## src/rtl/flash_loader_if.sv

```systemverilog
// rtl/flash_loader_if.sv - boot loader bus bundle: start/status, flash_serial control/data, RAM write port
//
// Signals:
//   in_start               start request (rising edge starts a load)
//   out_busy, out_done     load status
//   out_checksum           running checksum of loaded words
//   out_flash_enable/read/addr   control towards flash_serial
//   in_flash_data, in_flash_word_finished   data/strobe from flash_serial
//   out_mem_addr/data/write      RAM write port
// Modports: slave = loader side, master = sequencer/flash/RAM side.
interface flash_loader_if #(
    parameter int WORD_BITS     = 8,
    parameter int ADDRESS_WORDS = 2,
    parameter int MEM_ADDR_BITS = 8,
    parameter int CHK_BITS      = 16
);
    logic                                 in_start;
    logic                                 out_busy;
    logic                                 out_done;
    logic [CHK_BITS-1:0]                  out_checksum;
    logic                                 out_flash_enable;
    logic                                 out_flash_read;
    logic [WORD_BITS*ADDRESS_WORDS-1:0]   out_flash_addr;
    logic [WORD_BITS-1:0]                 in_flash_data;
    logic                                 in_flash_word_finished;
    logic [MEM_ADDR_BITS-1:0]             out_mem_addr;
    logic [WORD_BITS-1:0]                 out_mem_data;
    logic                                 out_mem_write;

    modport slave (
        input  in_start, in_flash_data, in_flash_word_finished,
        output out_busy, out_done, out_checksum, out_flash_enable, out_flash_read,
               out_flash_addr, out_mem_addr, out_mem_data, out_mem_write
    );

    modport master (
        output in_start, in_flash_data, in_flash_word_finished,
        input  out_busy, out_done, out_checksum, out_flash_enable, out_flash_read,
               out_flash_addr, out_mem_addr, out_mem_data, out_mem_write
    );
endinterface

```

## src/rtl/flash_loader.sv

```systemverilog
// rtl/flash_loader.sv - copies NUM_WORDS flash words into boot RAM with a running checksum
//
// Ports:
//   in_clk   main clock
//   in_rst   asynchronous active-high reset
//   bus      flash_loader_if.slave: start/busy/done/checksum, flash_serial control and
//            data, RAM write port (addr/data/one-cycle write strobe)
module flash_loader #(
    parameter int                                 WORD_BITS        = 8,
    parameter int                                 ADDRESS_WORDS    = 2,
    parameter logic [WORD_BITS*ADDRESS_WORDS-1:0] FLASH_START_ADDR = '0,
    parameter int                                 NUM_WORDS        = 256,
    parameter int                                 MEM_ADDR_BITS    = 8,
    parameter int                                 CHK_BITS         = 16
) (
    input logic           in_clk,
    input logic           in_rst,
    flash_loader_if.slave bus
);
    typedef enum logic [2:0] {
        S_IDLE,
        S_ARM,
        S_READ,
        S_RELEASE,
        S_DONE
    } state_t;

    // One extra counter bit so a full 2^MEM_ADDR_BITS load never wraps.
    localparam logic [MEM_ADDR_BITS:0] LAST_IDX = (MEM_ADDR_BITS+1)'(NUM_WORDS - 1);
    localparam logic [MEM_ADDR_BITS:0] CNT_ONE  = (MEM_ADDR_BITS+1)'(1);

    state_t                   state;
    logic                     last_start;
    logic                     last_word_rdy;
    logic [MEM_ADDR_BITS:0]   counter;
    logic                     rel_cnt;
    logic                     busy;
    logic                     done;
    logic [CHK_BITS-1:0]      checksum;
    logic                     flash_enable;
    logic [MEM_ADDR_BITS-1:0] mem_addr;
    logic [WORD_BITS-1:0]     mem_data;
    logic                     mem_write;
    logic                     start_edge;
    logic                     word_edge;

    assign start_edge = bus.in_start & ~last_start;
    assign word_edge  = bus.in_flash_word_finished & ~last_word_rdy;

    always_ff @(posedge in_clk or posedge in_rst) begin
        if (in_rst) begin
            state         <= S_IDLE;
            last_start    <= 1'b0;
            last_word_rdy <= 1'b0;
            counter       <= '0;
            rel_cnt       <= 1'b0;
            busy          <= 1'b0;
            done          <= 1'b0;
            checksum      <= '0;
            flash_enable  <= 1'b0;
            mem_addr      <= '0;
            mem_data      <= '0;
            mem_write     <= 1'b0;
        end else begin
            // Edge registers run every cycle; the Arm cycle therefore absorbs a
            // word_finished level that was already high before the load began.
            last_start    <= bus.in_start;
            last_word_rdy <= bus.in_flash_word_finished;
            mem_write     <= 1'b0;

            case (state)
                S_IDLE, S_DONE: begin
                    if (start_edge) begin
                        state        <= S_ARM;
                        counter      <= '0;
                        checksum     <= '0;
                        done         <= 1'b0;
                        busy         <= 1'b1;
                        flash_enable <= 1'b1;
                    end
                end
                S_ARM: begin
                    state <= S_READ;
                end
                S_READ: begin
                    if (word_edge) begin
                        mem_write <= 1'b1;
                        mem_addr  <= counter[MEM_ADDR_BITS-1:0];
                        mem_data  <= bus.in_flash_data;
                        checksum  <= checksum + CHK_BITS'(bus.in_flash_data);
                        counter   <= counter + CNT_ONE;
                        if (counter == LAST_IDX) begin
                            state        <= S_RELEASE;
                            flash_enable <= 1'b0;
                            rel_cnt      <= 1'b0;
                        end
                    end
                end
                S_RELEASE: begin
                    // Two cycles with enable low so flash_serial can deselect.
                    if (rel_cnt) begin
                        state <= S_DONE;
                        busy  <= 1'b0;
                        done  <= 1'b1;
                    end else begin
                        rel_cnt <= 1'b1;
                    end
                end
                default: begin
                    state <= S_IDLE;
                end
            endcase
        end
    end

    assign bus.out_busy         = busy;
    assign bus.out_done         = done;
    assign bus.out_checksum     = checksum;
    assign bus.out_flash_enable = flash_enable;
    assign bus.out_flash_read   = 1'b1;
    assign bus.out_flash_addr   = FLASH_START_ADDR;
    assign bus.out_mem_addr     = mem_addr;
    assign bus.out_mem_data     = mem_data;
    assign bus.out_mem_write    = mem_write;
endmodule

```

## src/flat_wrapper.sv

```systemverilog
// flat-port wrapper written by rule: the top's interface ports become plain ports
module flash_loader_flat 
#(
    parameter int                                 WORD_BITS        = 8,
    parameter int                                 ADDRESS_WORDS    = 2,
    parameter logic [WORD_BITS*ADDRESS_WORDS-1:0] FLASH_START_ADDR = '0,
    parameter int                                 NUM_WORDS        = 256,
    parameter int                                 MEM_ADDR_BITS    = 8,
    parameter int                                 CHK_BITS         = 16
)
  (in_clk, in_rst, bus_in_start, bus_in_flash_data, bus_in_flash_word_finished, bus_out_busy, bus_out_done, bus_out_checksum, bus_out_flash_enable, bus_out_flash_read, bus_out_flash_addr, bus_out_mem_addr, bus_out_mem_data, bus_out_mem_write);
  flash_loader_if #(.WORD_BITS(WORD_BITS), .ADDRESS_WORDS(ADDRESS_WORDS), .MEM_ADDR_BITS(MEM_ADDR_BITS), .CHK_BITS(CHK_BITS)) bus_i ();
  input logic in_clk;
  input logic in_rst;
  input wire logic [$bits(bus_i.in_start)-1:0] bus_in_start;
  input wire logic [$bits(bus_i.in_flash_data)-1:0] bus_in_flash_data;
  input wire logic [$bits(bus_i.in_flash_word_finished)-1:0] bus_in_flash_word_finished;
  output wire logic [$bits(bus_i.out_busy)-1:0] bus_out_busy;
  output wire logic [$bits(bus_i.out_done)-1:0] bus_out_done;
  output wire logic [$bits(bus_i.out_checksum)-1:0] bus_out_checksum;
  output wire logic [$bits(bus_i.out_flash_enable)-1:0] bus_out_flash_enable;
  output wire logic [$bits(bus_i.out_flash_read)-1:0] bus_out_flash_read;
  output wire logic [$bits(bus_i.out_flash_addr)-1:0] bus_out_flash_addr;
  output wire logic [$bits(bus_i.out_mem_addr)-1:0] bus_out_mem_addr;
  output wire logic [$bits(bus_i.out_mem_data)-1:0] bus_out_mem_data;
  output wire logic [$bits(bus_i.out_mem_write)-1:0] bus_out_mem_write;
  assign bus_i.in_start = bus_in_start;
  assign bus_i.in_flash_data = bus_in_flash_data;
  assign bus_i.in_flash_word_finished = bus_in_flash_word_finished;
  assign bus_out_busy = bus_i.out_busy;
  assign bus_out_done = bus_i.out_done;
  assign bus_out_checksum = bus_i.out_checksum;
  assign bus_out_flash_enable = bus_i.out_flash_enable;
  assign bus_out_flash_read = bus_i.out_flash_read;
  assign bus_out_flash_addr = bus_i.out_flash_addr;
  assign bus_out_mem_addr = bus_i.out_mem_addr;
  assign bus_out_mem_data = bus_i.out_mem_data;
  assign bus_out_mem_write = bus_i.out_mem_write;
  flash_loader #(.WORD_BITS(WORD_BITS), .ADDRESS_WORDS(ADDRESS_WORDS), .FLASH_START_ADDR(FLASH_START_ADDR), .NUM_WORDS(NUM_WORDS), .MEM_ADDR_BITS(MEM_ADDR_BITS), .CHK_BITS(CHK_BITS)) u_core (.in_clk(in_clk), .in_rst(in_rst), .bus(bus_i));
endmodule
```

## config.mk

```make
export PLATFORM = sky130hd
export DESIGN_NAME = flash_loader_flat
export DESIGN_NICKNAME = d
export VERILOG_FILES = /design/src/rtl/flash_loader_if.sv /design/src/rtl/flash_loader.sv /design/src/flat_wrapper.sv
export SDC_FILE = /design/constraint.sdc
export NUM_CORES = 1
export LEC_CHECK = 0
export BUFFER_PORTS_ARGS = -buffer_cell sky130_fd_sc_hd__buf_2
export CELL_PAD_IN_SITES_DETAIL_PLACEMENT = 0
export CELL_PAD_IN_SITES_GLOBAL_PLACEMENT = 1
export CORE_MARGIN = 2
export CORE_UTILIZATION = 35
export DETAILED_ROUTE_END_ITERATION = 8
export PLACE_DENSITY = 0.75
export SLEW_MARGIN = 30
export SYNTH_ARGS = -nofsm -noshare
export SYNTH_HDL_FRONTEND = slang
export SYNTH_SLANG_ARGS = --single-unit
```

## constraint.sdc

```tcl
create_clock -name in_clk -period 2.01 [get_ports in_clk]
set_input_delay 0.1005 -clock in_clk [delete_from_list [all_inputs] [get_ports in_clk]]
set_output_delay 0.1005 -clock in_clk [all_outputs]
set_load 0.005 [all_outputs]
```

==> run_results.csv <==
group,metric,value,unit
cells_and_area,fin_nets,368,
timing,fmax,0.516,GHz
cells_and_area,multi_input_area,1260,µm²
timing,hold_violations,0,
route,firstDrtPassIters,4,
floorplanning,die_width,91.1,µm
place,placed_cell_area,2980,µm²
worst_hold_path,hold_depth,3,
clocking,htree_num_levels,2,
place,place_hpwl,4090,µm
setup_path,worst-path-max-fanout,5,
yosys,netlist_area,2650,µm²
route,viasPerCell,4.75,
timing,setup_violations,0,
yosys,synth_edf_count,0,
yosys,ys_seq_area_frac,0.481,
clocking,cts_tree,"done",
place,io_buffers,47,
place,place_inst,428,
timing,skew,6.91,ps
place,place_congestion,0.856,
clocking,clk_pin_slew_worst_paths,100,ps
floorplanning,die_area,8290,µm²
setup_path,worstPathArrival,2180,ps
setup_path,startpoint_type,"flop",
cells_and_area,syn_to_final_growth,21.1,%
yosys,ys_warn_count,0,
clocking,clk_path_buf_depth,2,
clocking,clock_latency,310,ps
job,cap_viol_max_count,0,
cells_and_area,antenna_cells,0,
yosys,synthFlopType,"dfrtp_1",
global_route,grt.overflow.total,0,
timing,maxSlewViolCount,0,
pwr,p_leak,0.00166,µW
cells_and_area,fin_area,3210,µm²
setup_path,reg2reg_depth,8,
setup_path,r2r_start,"u_core.bus.out_checksum[0]$_DFFE_PP0P_",
global_route,antenna_found_initial,0,
route,ant_nets,0,
pwr,power_density,1140,nW/µm²
floorplanning,rows,31,
global_route,grt_pass1_vias,2081,
clocking,cts-root-buf,"clkbuf_8",
cells_and_area,drive_gt1_frac,0.246,
cells_and_area,fillers,762,
route,drtIter0Drc,131,
route,num_vias,2113,
setup_path,cp.required,2250,ps
yosys,synthArstFlopShare,1.00,
timing,rsz0062_at_grt,"yes",
yosys,netlist_instances,283,
global_route,grt_util_all_layers,0.147,
yosys,synth.avg_cell_area,9.37,µm²
route,wl_per_cell,12.8,µm
setup_path,ff2ff_setup_slack,70,ps
worst_hold_path,hold_start,"bus_in_flash_data[2]",
setup_path,crit_type,"flop to flop",
timing,fin_crit,1940,ps
worst_hold_path,hold_class,"input pin to flop",
timing,slew_headroom,0.596,
timing,min_period_over_period,0.964,
global_route,grt_max_degree,30,
timing,worst_pin_slew,606,ps
clocking,cts.sinks,51,
clocking,numCtsBuffers,5,
pwr,ir_drop,0.325,mV
setup_path,timing.rr.end,"u_core.bus.out_checksum[8]$_DFFE_PP0P_",
setup_path,endpoint_kind,"flop",
floorplanning,core,7290,µm²
floorplanning,start_util,0.364,
cells_and_area,layout_common_cells,"nand2_1 (71), dfrtp_1 (51), buf_2 (47)",
cells_and_area,fin_cells,445,
cells_and_area,seqCellArea,1280,µm²
global_route,grt_pass1_wl,10100,µm
yosys,ys_ff_latch,51,
route,routed_wl,5680,µm
yosys,ys_types,44,
floorplanning,die_h,91.1,µm
floorplanning,ioPinCount,65,
worst_hold_path,min_to,"u_core.bus.out_mem_data[2]$_DFFE_PP0P_",
cells_and_area,layout_commonest_cell,"nand2_1",
route,drc_errors,0,
outcome,status,"finished, final reports clean",
[registers in the layout (all words and copies together) (netlist names)]
register                     flops
u_core.bus.out_checksum         16
u_core.counter                   9
u_core.bus.out_mem_addr          8
u_core.bus.out_mem_data          8
u_core.state                     3
u_core.bus.out_busy              1
u_core.bus.out_done              1
u_core.bus.out_flash_enable      1
u_core.bus.out_mem_write         1
u_core.last_start                1
u_core.last_word_rdy             1
u_core.rel_cnt                   1
[metal layers]
metal	global-route usage	vias to the layer above	part of all wire
met4	0.0341	0	0.0081
met3	0.0324	5	0.045
met1	0.214	1009	0.49
met2	0.223	53	0.46
met5	0	-	0
li1	-	1046	-
[logic make-up (layout without fill, tap and decap cells)]
kind of cell    count (synthesis)  count (layout)  share of synthesized area
simple gates                  118             118                      0.205
flops                          51              51                      0.481
compound gates                 48              48                      0.121
buf+inv                        37              85                     0.0797
fa+ha+maj                      11              11                     0.0547
xor+xnor                        9               9                     0.0297
mux                             7               7                     0.0264
other cells                     2              17                    0.00283
[worst max-delay path by stage]
stage	from	end	slack (ps)	cells past startpoint
after floorplan	u_core.bus.out_checksum[0]$_DFFE_PP0P_	u_core.bus.out_checksum[8]$_DFFE_PP0P_	50	8
after global placement	u_core.bus.out_checksum[0]$_DFFE_PP0P_	u_core.bus.out_checksum[8]$_DFFE_PP0P_	-20	8
after detailed placement	u_core.bus.out_checksum[0]$_DFFE_PP0P_	u_core.bus.out_checksum[8]$_DFFE_PP0P_	-60	8
after CTS	u_core.bus.out_checksum[0]$_DFFE_PP0P_	u_core.bus.out_checksum[8]$_DFFE_PP0P_	2	8
after global routing	u_core.bus.out_checksum[0]$_DFFE_PP0P_	u_core.bus.out_checksum[8]$_DFFE_PP0P_	-50	8
final	u_core.bus.out_checksum[0]$_DFFE_PP0P_	u_core.bus.out_checksum[8]$_DFFE_PP0P_	70	8
[synth_stat cells, types with 2 or more instances]
| cell type | number | area, µm² |
|---|---|---|
| a21o_1 | 4 | 30.0 |
| a21oi_1 | 15 | 75.1 |
| a22o_1 | 2 | 17.5 |
| a31o_2 | 3 | 26.3 |
| and3_1 | 4 | 25.0 |
| buf_4 | 19 | 143 |
| clkbuf_1 | 5 | 18.8 |
| conb_1 | 2 | 7.51 |
| dfrtp_1 | 51 | 1280 |
| ha_1 | 10 | 125 |
| inv_1 | 11 | 41.3 |
| mux2i_1 | 7 | 70.1 |
| nand2_1 | 71 | 267 |
| nand2b_1 | 11 | 68.8 |
| nand3_1 | 6 | 30.0 |
| nand4_1 | 3 | 18.8 |
| nor2_1 | 13 | 48.8 |
| nor3_1 | 2 | 10.0 |
| nor3_2 | 2 | 20.0 |
| o21ai_0 | 10 | 50.1 |
| o22ai_1 | 2 | 12.5 |
| xnor2_1 | 2 | 17.5 |
| xor2_1 | 7 | 61.3 |
[what timing repair did]
action	4_1_cts	5_1_grt
resized for setup	5	2
hold buffers	5	0
pin swaps	3	4
endpoints found under the setup margin	4	9
buffers inserted	3	1
cloned	0	0
endpoints found under the hold margin	26	0
[critical path: stages, from the launching register on]
cell and delay [ps]:
dfrtp_1 360, ha_2 190, inv_2 40, fa_2 330, nand2b_4 160, a21oi_4 120
o211ai_1 190, a2111o_1 410, o21ai_1 70
[power by group]
part,total (µW),switching [µW],internal (µW)
logic,1400,763,640
clock network,746,371,376
registers,1530,222,1300
total,3670,1360,2320
[cell type report]
type                    count  share of cell area
flip-flops and latches     51               0.397
multi-input cells         210               0.391
repair buffers             65               0.123
well taps                  99              0.0386
clock buffers               5              0.0214
clock inverters             3              0.0144
inverters                  12              0.0140
[through the flow]
stage | worst slack, ps | util | hold WS [ps] | setup TNS, ps | total power, µW
2_1_floorplan | 53.5 | - | 132 | 0 | 2390
3_3_place_gp | -17.3 | 0.409 | 180 | -17.3 | 2850
3_5_place_dp | -55.0 | 0.409 | 185 | -55.0 | 2890
4_1_cts | 2.48 | 0.438 | 3.63 | 0 | 3700
5_1_grt | -54.9 | 0.441 | 10.7 | -96.7 | 3990
6_report | 72.6 | 0.441 | 3.18 | 0 | 3670
Note: power is estimated with default switching activity, not from simulation.
